--- src/rtl/noc_buffer_pkg.sv ---
// Shared NoC buffer defaults, flit type and the clog2 helper used to size
// pointers, counters and VC indices.
package noc_buffer_pkg;

  localparam int unsigned DefaultFlitSize   = 16;
  localparam int unsigned DefaultBufferSize = 8;
  localparam int unsigned DefaultVcNum      = 2;

  typedef logic [DefaultFlitSize-1:0] flit_t;

  // Smallest n with 2**n >= value; clog2(1) == 0.
  function automatic int unsigned clog2(input int unsigned value);
    int unsigned res;
    res = 0;
    for (int i = 0; i < 32; i++) begin
      if ((64'd1 << i) < 64'(value)) res = i + 1;
    end
    return res;
  endfunction

endpackage

--- src/rtl/flit_fifo.sv ---
// Single-VC circular flit FIFO with registered empty/full flags and
// first-word fall-through head output. The caller only asserts accepted ops.
module flit_fifo #(
  parameter int unsigned FLIT_SIZE   = 16,
  parameter int unsigned BUFFER_SIZE = 8,
  parameter int unsigned PTR_W       = 3,
  parameter int unsigned CNT_W       = 4
) (
  input  logic                 clk,
  input  logic                 rst,
  input  logic                 wr_en,
  input  logic                 rd_en,
  input  logic [FLIT_SIZE-1:0] data_i,
  output logic [FLIT_SIZE-1:0] data_o,
  output logic [CNT_W-1:0]     cnt,
  output logic                 empty,
  output logic                 full
);

  logic [FLIT_SIZE-1:0] mem [BUFFER_SIZE];

  logic [PTR_W-1:0] rd_ptr_q, rd_ptr_d;
  logic [PTR_W-1:0] wr_ptr_q, wr_ptr_d;
  logic [CNT_W-1:0] cnt_q, cnt_d;
  logic             empty_q, full_q;

  function automatic logic [PTR_W-1:0] next_ptr(input logic [PTR_W-1:0] ptr);
    return (ptr == PTR_W'(BUFFER_SIZE - 1)) ? '0 : ptr + PTR_W'(1);
  endfunction

  always_comb begin
    rd_ptr_d = rd_en ? next_ptr(rd_ptr_q) : rd_ptr_q;
    wr_ptr_d = wr_en ? next_ptr(wr_ptr_q) : wr_ptr_q;
    cnt_d    = cnt_q;
    case ({wr_en, rd_en})
      2'b10:   cnt_d = cnt_q + CNT_W'(1);
      2'b01:   cnt_d = cnt_q - CNT_W'(1);
      default: cnt_d = cnt_q;
    endcase
  end

  // Flags are derived from the next count so they track cnt every cycle.
  always_ff @(posedge clk) begin
    if (rst) begin
      rd_ptr_q <= '0;
      wr_ptr_q <= '0;
      cnt_q    <= '0;
      empty_q  <= 1'b1;
      full_q   <= 1'b0;
    end else begin
      rd_ptr_q <= rd_ptr_d;
      wr_ptr_q <= wr_ptr_d;
      cnt_q    <= cnt_d;
      empty_q  <= (cnt_d == '0);
      full_q   <= (cnt_d == CNT_W'(BUFFER_SIZE));
    end
  end

  // Storage is deliberately not reset.
  always_ff @(posedge clk) begin
    if (wr_en && !rst) mem[wr_ptr_q] <= data_i;
  end

  assign data_o = mem[rd_ptr_q];
  assign cnt    = cnt_q;
  assign empty  = empty_q;
  assign full   = full_q;

endmodule

--- src/rtl/vc_flit_buffer.sv ---
// Input-port VC buffer: per-VC FIFOs, acceptance logic, head-flit mux,
// registered credit return and a sticky protocol-error flag.
module vc_flit_buffer
  import noc_buffer_pkg::*;
#(
  parameter int unsigned FLIT_SIZE   = DefaultFlitSize,
  parameter int unsigned BUFFER_SIZE = DefaultBufferSize,
  parameter int unsigned VC_NUM      = DefaultVcNum,
  localparam int unsigned VC_W  = (clog2(VC_NUM) > 1) ? clog2(VC_NUM) : 1,
  localparam int unsigned PTR_W = (clog2(BUFFER_SIZE) > 1) ? clog2(BUFFER_SIZE) : 1,
  localparam int unsigned CNT_W = clog2(BUFFER_SIZE + 1)
) (
  input  logic                 clk,
  input  logic                 rst,
  input  logic [FLIT_SIZE-1:0] data_i,
  input  logic                 write_i,
  input  logic [VC_W-1:0]      vc_wr_i,
  input  logic                 read_i,
  input  logic [VC_W-1:0]      vc_rd_i,
  output logic [FLIT_SIZE-1:0] data_o,
  output logic [VC_NUM-1:0]    empty_o,
  output logic [VC_NUM-1:0]    full_o,
  output logic                 credit_o,
  output logic [VC_W-1:0]      credit_vc_o,
  output logic                 error_o
);

  logic [VC_NUM-1:0]    wr_en, rd_en, fifo_empty, fifo_full;
  logic [FLIT_SIZE-1:0] fifo_data [VC_NUM];
  logic [CNT_W-1:0]     fifo_cnt  [VC_NUM];

  logic                 wr_in_range, rd_in_range;
  logic                 wr_full_sel, rd_empty_sel;
  logic [FLIT_SIZE-1:0] head;
  logic                 ra, wa;

  logic                 credit_q, credit_d;
  logic [VC_W-1:0]      credit_vc_q, credit_vc_d;
  logic                 error_q, error_d;

  // With a power-of-two VC count every index encodes a real VC.
  if (VC_NUM == (1 << VC_W)) begin : g_range_full
    assign wr_in_range = 1'b1;
    assign rd_in_range = 1'b1;
  end else begin : g_range_check
    assign wr_in_range = (32'(vc_wr_i) < VC_NUM);
    assign rd_in_range = (32'(vc_rd_i) < VC_NUM);
  end

  always_comb begin
    head         = '0;
    rd_empty_sel = 1'b1;
    wr_full_sel  = 1'b0;
    for (int v = 0; v < int'(VC_NUM); v++) begin
      if (vc_rd_i == VC_W'(v)) begin
        head         = fifo_data[v];
        rd_empty_sel = fifo_empty[v];
      end
      if (vc_wr_i == VC_W'(v)) wr_full_sel = fifo_full[v];
    end
  end

  // A full VC still takes a write when the same cycle frees a slot in it.
  always_comb begin
    ra = read_i & rd_in_range & ~rd_empty_sel;
    wa = write_i & wr_in_range & (~wr_full_sel | (ra & (vc_rd_i == vc_wr_i)));
  end

  for (genvar v = 0; v < VC_NUM; v++) begin : g_vc
    assign wr_en[v] = wa & (vc_wr_i == VC_W'(v));
    assign rd_en[v] = ra & (vc_rd_i == VC_W'(v));

    flit_fifo #(
      .FLIT_SIZE  (FLIT_SIZE),
      .BUFFER_SIZE(BUFFER_SIZE),
      .PTR_W      (PTR_W),
      .CNT_W      (CNT_W)
    ) u_fifo (
      .clk   (clk),
      .rst   (rst),
      .wr_en (wr_en[v]),
      .rd_en (rd_en[v]),
      .data_i(data_i),
      .data_o(fifo_data[v]),
      .cnt   (fifo_cnt[v]),
      .empty (fifo_empty[v]),
      .full  (fifo_full[v])
    );

    flags_track_cnt: assert property (@(posedge clk) disable iff (rst)
      (fifo_empty[v] == (fifo_cnt[v] == '0)) &&
      (fifo_full[v] == (fifo_cnt[v] == CNT_W'(BUFFER_SIZE))));
  end

  always_comb begin
    credit_d    = ra;
    credit_vc_d = vc_rd_i;
    error_d     = error_q | (write_i & ~wa) | (read_i & ~ra);
  end

  always_ff @(posedge clk) begin
    if (rst) begin
      credit_q    <= 1'b0;
      credit_vc_q <= '0;
      error_q     <= 1'b0;
    end else begin
      credit_q    <= credit_d;
      credit_vc_q <= credit_vc_d;
      error_q     <= error_d;
    end
  end

  assign data_o      = head;
  assign empty_o     = fifo_empty;
  assign full_o      = fifo_full;
  assign credit_o    = credit_q;
  assign credit_vc_o = credit_vc_q;
  assign error_o     = error_q;

endmodule

--- config.mk ---
export PLATFORM = sky130hd
export DESIGN_NAME = vc_flit_buffer
export DESIGN_NICKNAME = d
export VERILOG_FILES = /design/src/rtl/noc_buffer_pkg.sv /design/src/rtl/flit_fifo.sv /design/src/rtl/vc_flit_buffer.sv
export SDC_FILE = /design/constraint.sdc
export NUM_CORES = 1
export LEC_CHECK = 0
export CORE_ASPECT_RATIO = 0.75
export CORE_MARGIN = 1.5
export CORE_UTILIZATION = 25
export DETAILED_ROUTE_END_ITERATION = 8
export PLACE_DENSITY = 0.42
export SYNTH_ARGS = -nofsm -noshare
export SYNTH_HDL_FRONTEND = slang
export SYNTH_SLANG_ARGS = --single-unit
--- constraint.sdc ---
create_clock -name clk -period 4.7 [get_ports clk]
set_clock_uncertainty 0.1 [all_clocks]
set_input_delay 0.94 -clock clk [delete_from_list [all_inputs] [get_ports clk]]
set_output_delay 0.94 -clock clk [all_outputs]
set_load 0.02 [all_outputs]
==> impl_table.tex, run 1 <==
\begin{tabular}{lr}
\hline
Metric & Value \\
\hline
\multicolumn{2}{l}{\textbf{Die}} \\
\quad Area of the core region & 0.0449 mm2 \\
\quad Overall die height & around 190 um \\
\quad IO Pins & 45 \\
\quad Number of placement rows & 67 \\
\quad Die width & 250 um \\
\quad Starting density of the core & 0.255 \\
\quad DIE AREA & 0.0471 mm2 \\
\multicolumn{2}{l}{\textbf{Setup path}} \\
\quad Critical path required time & 3.66 ns \\
\quad Data arrival time of the critical path & 3.31 ns \\
\quad Startpoint type of the worst setup path & flop \\
\quad Cell depth of the worst flop-to-flop path & 10 \\
\quad Critical path peak fanout & 14 \\
\quad Classification of the worst setup path & reg2out \\
\quad Critical Path Sink Type & primary output \\
\multicolumn{2}{l}{\textbf{Placed design}} \\
\quad Half-perimeter wire length after placement & between 15,000 and 20,000 um \\
\quad Weighted congestion at the end of routability-driven global placement & a little under 0.8 \\
\quad Pre-CTS WS & about 0.44 ns \\
\quad Buffers added on ports & 44 \\
\multicolumn{2}{l}{\textbf{Global route}} \\
\quad Overflow left after global routing & 0 \\
\quad Total routing resource utilization after global routing & 0.112 \\
\quad Vias in the first global route & 6,046 \\
\quad Pin count of the biggest net entering global routing & 35 \\
\quad First-pass GRT wire length & slightly below 40,000 um \\
\quad Antenna violations before repair & 0 \\
\multicolumn{2}{l}{\textbf{Clock tree}} \\
\quad Number of levels the H-tree was split into & 2 \\
\quad Setup Fix Bufs, Post-CTS & 0 \\
\quad Clock tree root driver cell & clkbuf\_16 \\
\quad Clk\_lat worst skew & between 0.4 and 0.5 ns \\
\quad Inserted Clock Buffers & 34 \\
\quad Hold buffers post-CTS & 0 \\
\quad Clock transition at the registers of the reported paths & $\sim$0.050 ns \\
\quad Clock sink count & about 290 \\
\quad Quantity of gates resized following cts & 0 \\
\quad Max clock buf depth & 3 \\
\quad Clock tree from TritonCTS & built \\
\multicolumn{2}{l}{\textbf{Logic synthesis}} \\
\quad Register bit total from synthesis & 289 \\
\quad Primary flip-flop cell chosen by synthesis mapping & edfxtp\_1 \\
\quad Proportion of register bits with asynchronous set or reset after synthesis & 0 \\
\quad Synthesized instance count & 607 \\
\quad Largest cells by area after synthesis & edfxtp\_1 67\%, mux4\_2 13\%, dfxtp\_1 5.8\% \\
\quad Sequential share of the synthesized area & 0.730 \\
\quad Avg Inst Size Synth & 18.8 um2 \\
\quad Synthesized area & 0.0114 mm2 \\
\quad Post-synth EDFFs & roughly 260 \\
\quad Library cell with the largest summed area after synthesis & edfxtp\_1 \\
\quad Post-Syn Nets & 643 \\
\quad Yosys cell types & 38 \\
\quad Fraction of synthesized cell area taken by the top area cell type & 0.672 \\
\quad Yosys Warn Count & 0 \\
\multicolumn{2}{l}{\textbf{STA}} \\
\quad Worst-case headroom to the max-slew limit & 0.352 \\
\quad Transition time at the pin with the least slew margin & 0.948 ns \\
\quad Unrepaired setup endpoints after global routing & no \\
\quad Post-route clock period utilization & 0.925 \\
\quad Post-layout worst setup margin & around 0.35 ns \\
\quad Hold Fails Final Rpt & 0 \\
\quad Final worst path period need & 4.35 ns \\
\quad Setup\_tns & 0 ns \\
\quad Number of setup violations in the final report & 0 \\
\quad Top achievable clock speed & between 200 and 250 MHz \\
\quad Worst hold-check slack & 0.396 ns \\
\quad Max Slew Vio Count & 0 \\
\multicolumn{2}{l}{\textbf{Finish}} \\
\quad Area occupied by multi-input gates & 0.00297 mm2 \\
\quad Area grow syn2layout & 20.5\% \\
\quad Combined flip-flop and latch cell area & approximately 0.0084 mm2 \\
\quad \# diodes & 0 \\
\quad Filler instances & 4,339 \\
\quad Final net count & 716 \\
\quad Share of final-layout standard cells stronger than drive strength 1 & 0.226 \\
\quad Core occupancy in the finished layout & 0.307 \\
\multicolumn{2}{l}{\textbf{Hold path}} \\
\quad Hold/Removal Path Class & reg2reg \\
\quad Cell count of the worst hold path & 2 \\
\multicolumn{2}{l}{\textbf{Run}} \\
\quad Number of max-capacitance violations reported & 0 \\
\multicolumn{2}{l}{\textbf{Drt}} \\
\quad Count of unresolved DRC violations after routing & 0 \\
\quad Sum of routed wire length over all layers & 26,400 um \\
\quad Overall via count from detail\_route & 5,803 \\
\quad Number of search-and-repair iterations in the first detailed-routing pass & 6 \\
\quad Avg Vias per Cell & 4.50 \\
\quad DRT iter0 DRCs & 271 \\
\quad Average routed wire per standard cell & between 20 and 25 um \\
\quad ANT nets after route & 0 \\
\multicolumn{2}{l}{\textbf{Outcome}} \\
\quad Status & finished, final reports clean \\
\multicolumn{2}{l}{\textbf{Power}} \\
\quad Power density over the cells & between 400 and 500 mW/mm2 \\
\quad Worst ir drop on vdd & 0.000186 V \\
\quad Static Leak & 4.28 nW \\
\hline
\end{tabular}
==> worst paths after layout <==
kind	start	to	slack, ns
max	flop	data_o[5]	0.35
min reg2reg	g_vc[0].u_fifo.rd_ptr_q[1]	flop	0.40
max reg2reg	g_vc[0].u_fifo.empty	g_vc[0].u_fifo.empty	1.58
min	g_vc[0].u_fifo.rd_ptr_q[1]	flop	0.40
==> metal layers <==
| layer | GRT usage | vias to the layer above | part of all wire |
|---|---|---|---|
| met5 | 0 | - | 0 |
| met2 | 0.185 | 104 | 0.48 |
| met1 | 0.152 | 3063 | 0.47 |
| met3 | 0.0191 | 37 | 0.032 |
| li1 | - | 2599 | - |
| met4 | 0.0350 | 0 | 0.022 |
==> where the power goes <==
part,total [W],internal (W),switching (W)
Sequential,0.00285,0.00283,0.0000273
Combinational,0.000330,0.000147,0.000183
Clock,0.00248,0.00151,0.000966
==> synth_stat cells, types with 4 or more instances <==
| master | instances |
|---|---|
| mux2i_1 | 20 |
| ha_1 | 14 |
| buf_2 | 7 |
| nor3b_1 | 6 |
| inv_1 | 5 |
| o21ai_0 | 5 |
| nand2b_1 | 6 |
| nand3b_1 | 7 |
| nand2_1 | 22 |
| xor2_1 | 6 |
| nor4_1 | 4 |
| nor2b_1 | 19 |
| dfxtp_1 | 33 |
| clkbuf_1 | 21 |
| nor3_1 | 9 |
| buf_4 | 4 |
| a211oi_1 | 18 |
| edfxtp_1 | 256 |
| nor2_1 | 17 |
| a21oi_1 | 34 |
| mux4_2 | 64 |
==> kinds of logic after synthesis <==
logic type,count (synthesis),share of synthesized area
AO/OA/AOI/OAI,67,0.0366
XOR/XNOR,6,0.00459
adder cells (fa/ha/maj),14,0.0153
buffers and inverters,40,0.0165
flip-flops,289,0.730
multiplexers,87,0.146
AND/OR/NAND/NOR,104,0.0506
==> flip-flops by register name, indices dropped and copies added (netlist names), named ones only <==
signal,cells
g_vc.u_fifo.cnt,8
g_vc.u_fifo.empty,2
g_vc.u_fifo.rd_ptr_q,6
credit_vc_o,1
g_vc.u_fifo.mem,256
error_o,1
g_vc.u_fifo.wr_ptr_q,6
credit_o,1
g_vc.u_fifo.full,2
==> final cells by class <==
cell class,count,area share
Multi-Input combinational cell,278,0.216
Timing Repair Buffer,71,0.0467
Clock buffer,47,0.0713
Sequential cell,289,0.606
Tap cell,586,0.0532
Clock inverter,12,0.00572
Inverter,6,0.00163
==> through the flow <==
stage | total power [W] | std cells | cell area, um2
finish | 0.00566 | 1289 | 13800
floorplan | 0.00309 | 607 | 11400
CTS | 0.00574 | 1289 | 13800
detailed placement | 0.00324 | 1230 | 12700
global placement | 0.00323 | 1230 | 12700
global route | 0.00587 | 1289 | 13800
==> worst max-delay path, stage by stage (launching register included) <==
cell and delay (ns):
dfxtp_2 0.65, buf_4 0.35, mux4_2 0.52, nor2b_1 0.14, a211oi_1 0.45, a21oi_1 0.11, clkdlybuf4s50_1 0.57
==> layout by cell type (no fill, tap or decap), types with 3 or more instances in the layout <==
cell               n
xor2_1             6
inv_1              5
nand3b_1           7
clkinv_1           7
buf_4             27
clkbuf_1           8
clkinv_2           3
nor3_2             7
nand2b_1           6
mux4_2            64
nor4_2             4
clkdlybuf4s50_1   44
clkbuf_16         37
and3_1             3
mux2i_1           20
dfxtp_1           31
edfxtp_1         256
nor2_1            15
mux2_2             3
a211oi_1          18
nand2_1           22
nor3b_1            6
nor2b_1           19
o21ai_0            5
ha_1              14
a21oi_1           34
Power figures use the tool's default switching activity.
==> run 2, diff against run 1 <==
--- a/config.mk
+++ b/config.mk
@@ -5,6 +5,7 @@
 export SDC_FILE = /design/constraint.sdc
 export NUM_CORES = 1
 export LEC_CHECK = 0
+export CAP_MARGIN = 20
 export CORE_ASPECT_RATIO = 0.75
 export CORE_MARGIN = 1.5
 export CORE_UTILIZATION = 25
==> results of run 2 <==
The final DEF is identical to that of run 1; final timing and power are the same.
